**src/rtl/clk_div_monitor.sv**
```systemverilog
// ---------------------------------------------------------------------------
// clk_div_monitor
//
// Watches the output of the programmable clock divider from the source clock
// domain. The divided clock is synchronised and turned into one-cycle rise
// and fall strobes. Rise-to-rise and rise-to-fall times are measured in
// source cycles. Lock is declared once LOCK_CNT consecutive periods equal DIV.
// A sticky error flags a ratio change after lock, or a lost divided clock.
//
// Ports
//   clk         in   source clock (also feeds the divider)
//   rst         in   asynchronous active-high reset
//   div_clk_in  in   divided clock under observation (asynchronous)
//   en          in   monitor enable, level
//   err_clr     in   one-cycle pulse, clears err
//   rise_pulse  out  one-cycle strobe per synchronised rising edge
//   fall_pulse  out  one-cycle strobe per synchronised falling edge
//   period      out  last rise-to-rise time in clk cycles
//   high_time   out  last rise-to-fall time in clk cycles
//   locked      out  ratio confirmed
//   err         out  sticky: mismatch after lock, or timeout
// ---------------------------------------------------------------------------
module clk_div_monitor #(
    parameter int DIV         = 16,
    parameter int SYNC_STAGES = 2,
    parameter int LOCK_CNT    = 4,
    parameter int CNT_W       = 8
) (
    input  logic             clk,
    input  logic             rst,
    input  logic             div_clk_in,
    input  logic             en,
    input  logic             err_clr,
    output logic             rise_pulse,
    output logic             fall_pulse,
    output logic [CNT_W-1:0] period,
    output logic [CNT_W-1:0] high_time,
    output logic             locked,
    output logic             err
);

    localparam logic [1:0] IDLE      = 2'd0;
    localparam logic [1:0] WAIT_EDGE = 2'd1;
    localparam logic [1:0] MEASURE   = 2'd2;
    localparam logic [1:0] LOCKED    = 2'd3;

    localparam logic [CNT_W-1:0] CNT_MAX = '1;
    localparam logic [CNT_W-1:0] DIV_C   = CNT_W'(DIV);
    localparam logic [3:0]       LOCK_C  = 4'(LOCK_CNT);
    localparam bit               DIV_OK  = (DIV >= 2);

    // Saturating increment: the counter sticks at all-ones, which is what
    // the timeout detector looks for.
    function automatic logic [CNT_W-1:0] sat_inc(input logic [CNT_W-1:0] v);
        sat_inc = (v == CNT_MAX) ? v : v + 1'b1;
    endfunction

    logic [SYNC_STAGES-1:0] sync;
    logic                   sync_d;

    logic [1:0]       state, state_nx;
    logic [CNT_W-1:0] cnt, cnt_nx;
    logic [3:0]       match, match_nx;
    logic             lock_nx;
    logic             set_err;
    logic             upd_per;
    logic             upd_high;
    logic             measuring;

    // Synchroniser stage plus one delay flop for edge detection
    always_ff @(posedge clk or posedge rst) begin
        if (rst) begin
            sync   <= '0;
            sync_d <= 1'b0;
        end else begin
            sync   <= {sync[SYNC_STAGES-2:0], div_clk_in};
            sync_d <= sync[SYNC_STAGES-1];
        end
    end

    // Strobes come straight from flops and ignore en
    assign rise_pulse = sync[SYNC_STAGES-1] & ~sync_d;
    assign fall_pulse = ~sync[SYNC_STAGES-1] & sync_d;

    assign measuring = (state == MEASURE) || (state == LOCKED);

    always_comb begin
        state_nx = state;
        match_nx = match;
        lock_nx  = locked;
        set_err  = 1'b0;
        upd_per  = 1'b0;
        upd_high = 1'b0;

        if (state == IDLE)
            cnt_nx = '0;
        else if (rise_pulse)
            cnt_nx = CNT_W'(1);
        else
            cnt_nx = sat_inc(cnt);

        if (!en) begin
            state_nx = IDLE;
            match_nx = '0;
            lock_nx  = 1'b0;
        end else begin
            case (state)
                IDLE: begin
                    match_nx = '0;
                    lock_nx  = 1'b0;
                    if (DIV_OK)
                        state_nx = WAIT_EDGE;
                end
                WAIT_EDGE: begin
                    // First edge only starts the measurement window
                    if (rise_pulse) begin
                        state_nx = MEASURE;
                        match_nx = '0;
                    end
                end
                MEASURE: begin
                    if (rise_pulse) begin
                        upd_per = 1'b1;
                        if (cnt == DIV_C) begin
                            match_nx = 4'(match + 4'd1);
                            if (4'(match + 4'd1) == LOCK_C) begin
                                state_nx = LOCKED;
                                lock_nx  = 1'b1;
                            end
                        end else begin
                            match_nx = '0;
                        end
                    end
                end
                default: begin // LOCKED
                    if (rise_pulse) begin
                        upd_per = 1'b1;
                        if (cnt != DIV_C) begin
                            set_err  = 1'b1;
                            lock_nx  = 1'b0;
                            match_nx = '0;
                            state_nx = MEASURE;
                        end
                    end
                end
            endcase

            if (measuring && fall_pulse)
                upd_high = 1'b1;

            // Lost clock: counter pinned at its ceiling overrides edge handling
            if (measuring && cnt == CNT_MAX) begin
                set_err  = 1'b1;
                lock_nx  = 1'b0;
                match_nx = '0;
                state_nx = WAIT_EDGE;
            end
        end
    end

    // Measurement / control register stage
    always_ff @(posedge clk or posedge rst) begin
        if (rst) begin
            state     <= IDLE;
            cnt       <= '0;
            match     <= '0;
            locked    <= 1'b0;
            err       <= 1'b0;
            period    <= '0;
            high_time <= '0;
        end else begin
            state  <= state_nx;
            cnt    <= cnt_nx;
            match  <= match_nx;
            locked <= lock_nx;
            // A new error wins over a simultaneous clear
            err    <= set_err | (err & ~err_clr);
            if (upd_per)
                period <= cnt;
            if (upd_high)
                high_time <= cnt;
        end
    end

endmodule
```
**config.mk**
```make
export PLATFORM = sky130hd
export DESIGN_NAME = clk_div_monitor
export DESIGN_NICKNAME = d
export VERILOG_FILES = /design/src/rtl/clk_div_monitor.sv
export SDC_FILE = /design/constraint.sdc
export NUM_CORES = 1
export LEC_CHECK = 0
export BUFFER_PORTS_ARGS = -buffer_cell sky130_fd_sc_hd__buf_2
export CORE_UTILIZATION = 33
export CTS_BUF_LIST = sky130_fd_sc_hd__clkbuf_8
export CTS_CLUSTER_SIZE = 25
export DETAILED_ROUTE_END_ITERATION = 10
export SLEW_MARGIN = 25
export SYNTH_ARGS = -nofsm -noshare
export SYNTH_HDL_FRONTEND = slang
export SYNTH_SLANG_ARGS = --single-unit
```
**constraint.sdc**
```tcl
create_clock -name clk -period 2.9 [get_ports clk]
set_input_delay 0.58 -clock clk [delete_from_list [all_inputs] [get_ports clk]]
set_output_delay 0.58 -clock clk [all_outputs]
set_load 0.03 [all_outputs]
```
==> flow_summary.yaml <==
run_status:
  status: "complete, no violations"
sta:
  rsz0062_at_grt: "false"
  max_freq_ghz: 0.564
  slew_headroom_pct: 66.4
  skew_ps: 6.13
  whs_ps: 351
  fin_ws_ps: 1130
  fin_crit_sh_pct: 61.2
  hold_violations: 0
  fin_crit_ps: 1770
  finalSetupTns_ps: 0
  tightest_slew_ps: 504
  drv_slew: 0
  final-setup-viol-count: 0
critical_path:
  required_ps: 2320
  cp_max_fo: 4
  worst_ep_arrival_time_ps: 1190
  critPathTopFamily: "flip-flops"
  cp-end-kind: "output pin"
  path_buf_inv: 2
  max_stage_delay_ps: 370
  crit_type: "reg2out"
  worst_path_max_delay_cell: "dfrtp_1"
  path_cells: "nand2b_1 > inv_1 > buf_2"
  start_kind: "flip-flop"
placement:
  dpl-instance-area_um2: 1900
  portBuffers: 24
  gp_congestion: 0.796
  dp_hpwl_um: 2150
  dp_worst_setup_slack_ps: 1070
  placed_cells: 236
synthesis:
  yosys_warnings: 0
  synth-edff-count: 0
  ys_ff_latch: 35
  synth_area_um2: 1730
  synthCells: 151
  synthArstFlopShare_pct: 100
  synthesis.nets: 160
  synth-seq-area-share_pct: 50.7
  ys_types: 46
  avgSynthCellArea_um2: 11.4
  synth_ff_type: "dfrtp_1"
drt:
  vias: 1177
  wl_per_cell_um: 12.8
  drc: 0
  wirelength_um: 3120
  ant_nets: 0
  drtIter0Drc: 35
  vias_per_cell: 4.82
  dr.pass1.iters: 4
clock_tree:
  ctsResizeCount: 0
  cts_tree: "yes"
  cts-buffers-inserted: 5
  clockRootBuffer: "clkbuf_8"
  insertion_delay_ps: 290
  clk_pin_slew_ps: 70
  cts_max_level: 2
  cts_max_path_buffers: 2
  cts_setup_buffers: 0
  cts_sinks: 35
  cts.hold.buffers_added: 0
job:
  cap_violations: 0
die:
  initial_core_util_pct: 35.4
  ios: 25
  num_rows: 25
  die_w_um: 74.3
  dieHeight_um: 74.3
  fp.dieArea_um2: 5530
  coreArea_um2: 4880
power:
  power_mw: 0.987
  vdd_drop_max_uv: 278
  p_leak_nw: 0.995
  powerDensity_nw_per_um2: 499
grt:
  grt_pass1_vias: 1143
  grt_max_degree: 36
  track_usage_pct: 13.4
  antenna_found_initial: 0
  grt_pass1_wl_um: 5420
  grt-ovfl-total: 0
cells_and_area:
  drive_gt1_share_pct: 31.6
  nets: 185
  syn_to_final_growth_pct: 14.5
  final_core_util_pct: 40.5
  stdcell_count: 244
  fin_area_um2: 1980
  antennaDiodeCount: 0
hold_path:
  hold_class: "reg2reg"
-- layer usage --
layer	GRT usage, %	vias up	share of wire, %	wire length [um]
li1	-	580	-	-
met1	16.6	565	48	1490
met2	20.9	24	45	1410
met3	4.07	8	4.3	135
met4	7.55	0	2.5	77
met5	0	-	0	0
-- path summary, 6_finish.rpt --
check / depth (start not counted) / end / from / slack, ps
setup / recovery: 3 / rise_pulse / sync_d / 1130
hold reg to reg: 0 / sync[1] / sync[0] / 350
min in group asynchronous: 3 / state[1] / rst / 370
setup reg to reg: 5 / match[2] / sync_d / 1140
max in group asynchronous: 3 / match[0] / rst / 2220
hold / removal: 0 / sync[1] / sync[0] / 350
-- logic make-up (layout without fill, tap and decap cells) --
logic type               after synthesis  count (layout)  share of synthesized area, %
AND/OR/NAND/NOR                       51              51                          19.6
flip-flops                            35              35                          50.7
AO/OA/AOI/OAI                         26              26                          10.8
buffers and inverters                 16              42                          4.42
multiplexers                          15              15                          9.57
adder cells (fa/ha/maj)                4               4                          2.90
XOR/XNOR                               4               4                          2.03
-- Yosys cell counts, types with 2 or more instances --
library cell	number	area, um2
a21oi_1	5	25.0
buf_2	4	20.0
inv_1	9	33.8
mux2_2	12	135
a31oi_1	4	25.0
mux2i_1	3	30.0
nand2_1	18	67.6
ha_1	4	50.1
nand3_1	6	30.0
nand4_4	2	42.5
nor2_1	5	18.8
xnor2_1	3	26.3
o21bai_1	2	15.0
nor3_1	3	15.0
nand3b_1	2	15.0
o21ai_0	5	25.0
dfrtp_1	35	876
-- registers in the layout, indices dropped and copies added, names as in the netlist --
| register | flops |
|---|---|
| state | 2 |
| match | 4 |
| cnt | 8 |
| sync_d | 1 |
| high_time | 8 |
| locked | 1 |
| period | 8 |
| err | 1 |
| sync | 2 |
-- where the power goes --
group | switching [mW] | internal, mW
Clock | 0.174 | 0.161
Combinational | 0.0799 | 0.0386
Sequential | 0.0245 | 0.508
Total | 0.279 | 0.708
-- placed cells by master (no fill, tap or decap), types with 2 or more instances in the layout --
cell / n
nand2_1: 18
nor3_1: 3
dfrtp_1: 35
nand3b_1: 2
a31oi_1: 4
clkbuf_8: 5
mux2_2: 12
o21bai_1: 2
a21oi_1: 5
nor2_1: 5
xnor2_1: 3
nand4_4: 2
o21ai_0: 5
inv_1: 11
nand3_1: 6
mux2i_1: 3
buf_2: 24
ha_1: 4
-- area by class of cell --
type	count	area, um2
Fill cell	510	2900
Tap cell	67	83.8
Clock buffer	5	68.8
Clock inverter	3	12.5
Sequential cell	35	876
Timing Repair Buffer	25	128
Multi-Input combinational cell	100	774
Inverter	9	33.8
Power figures use the tool's default switching activity.
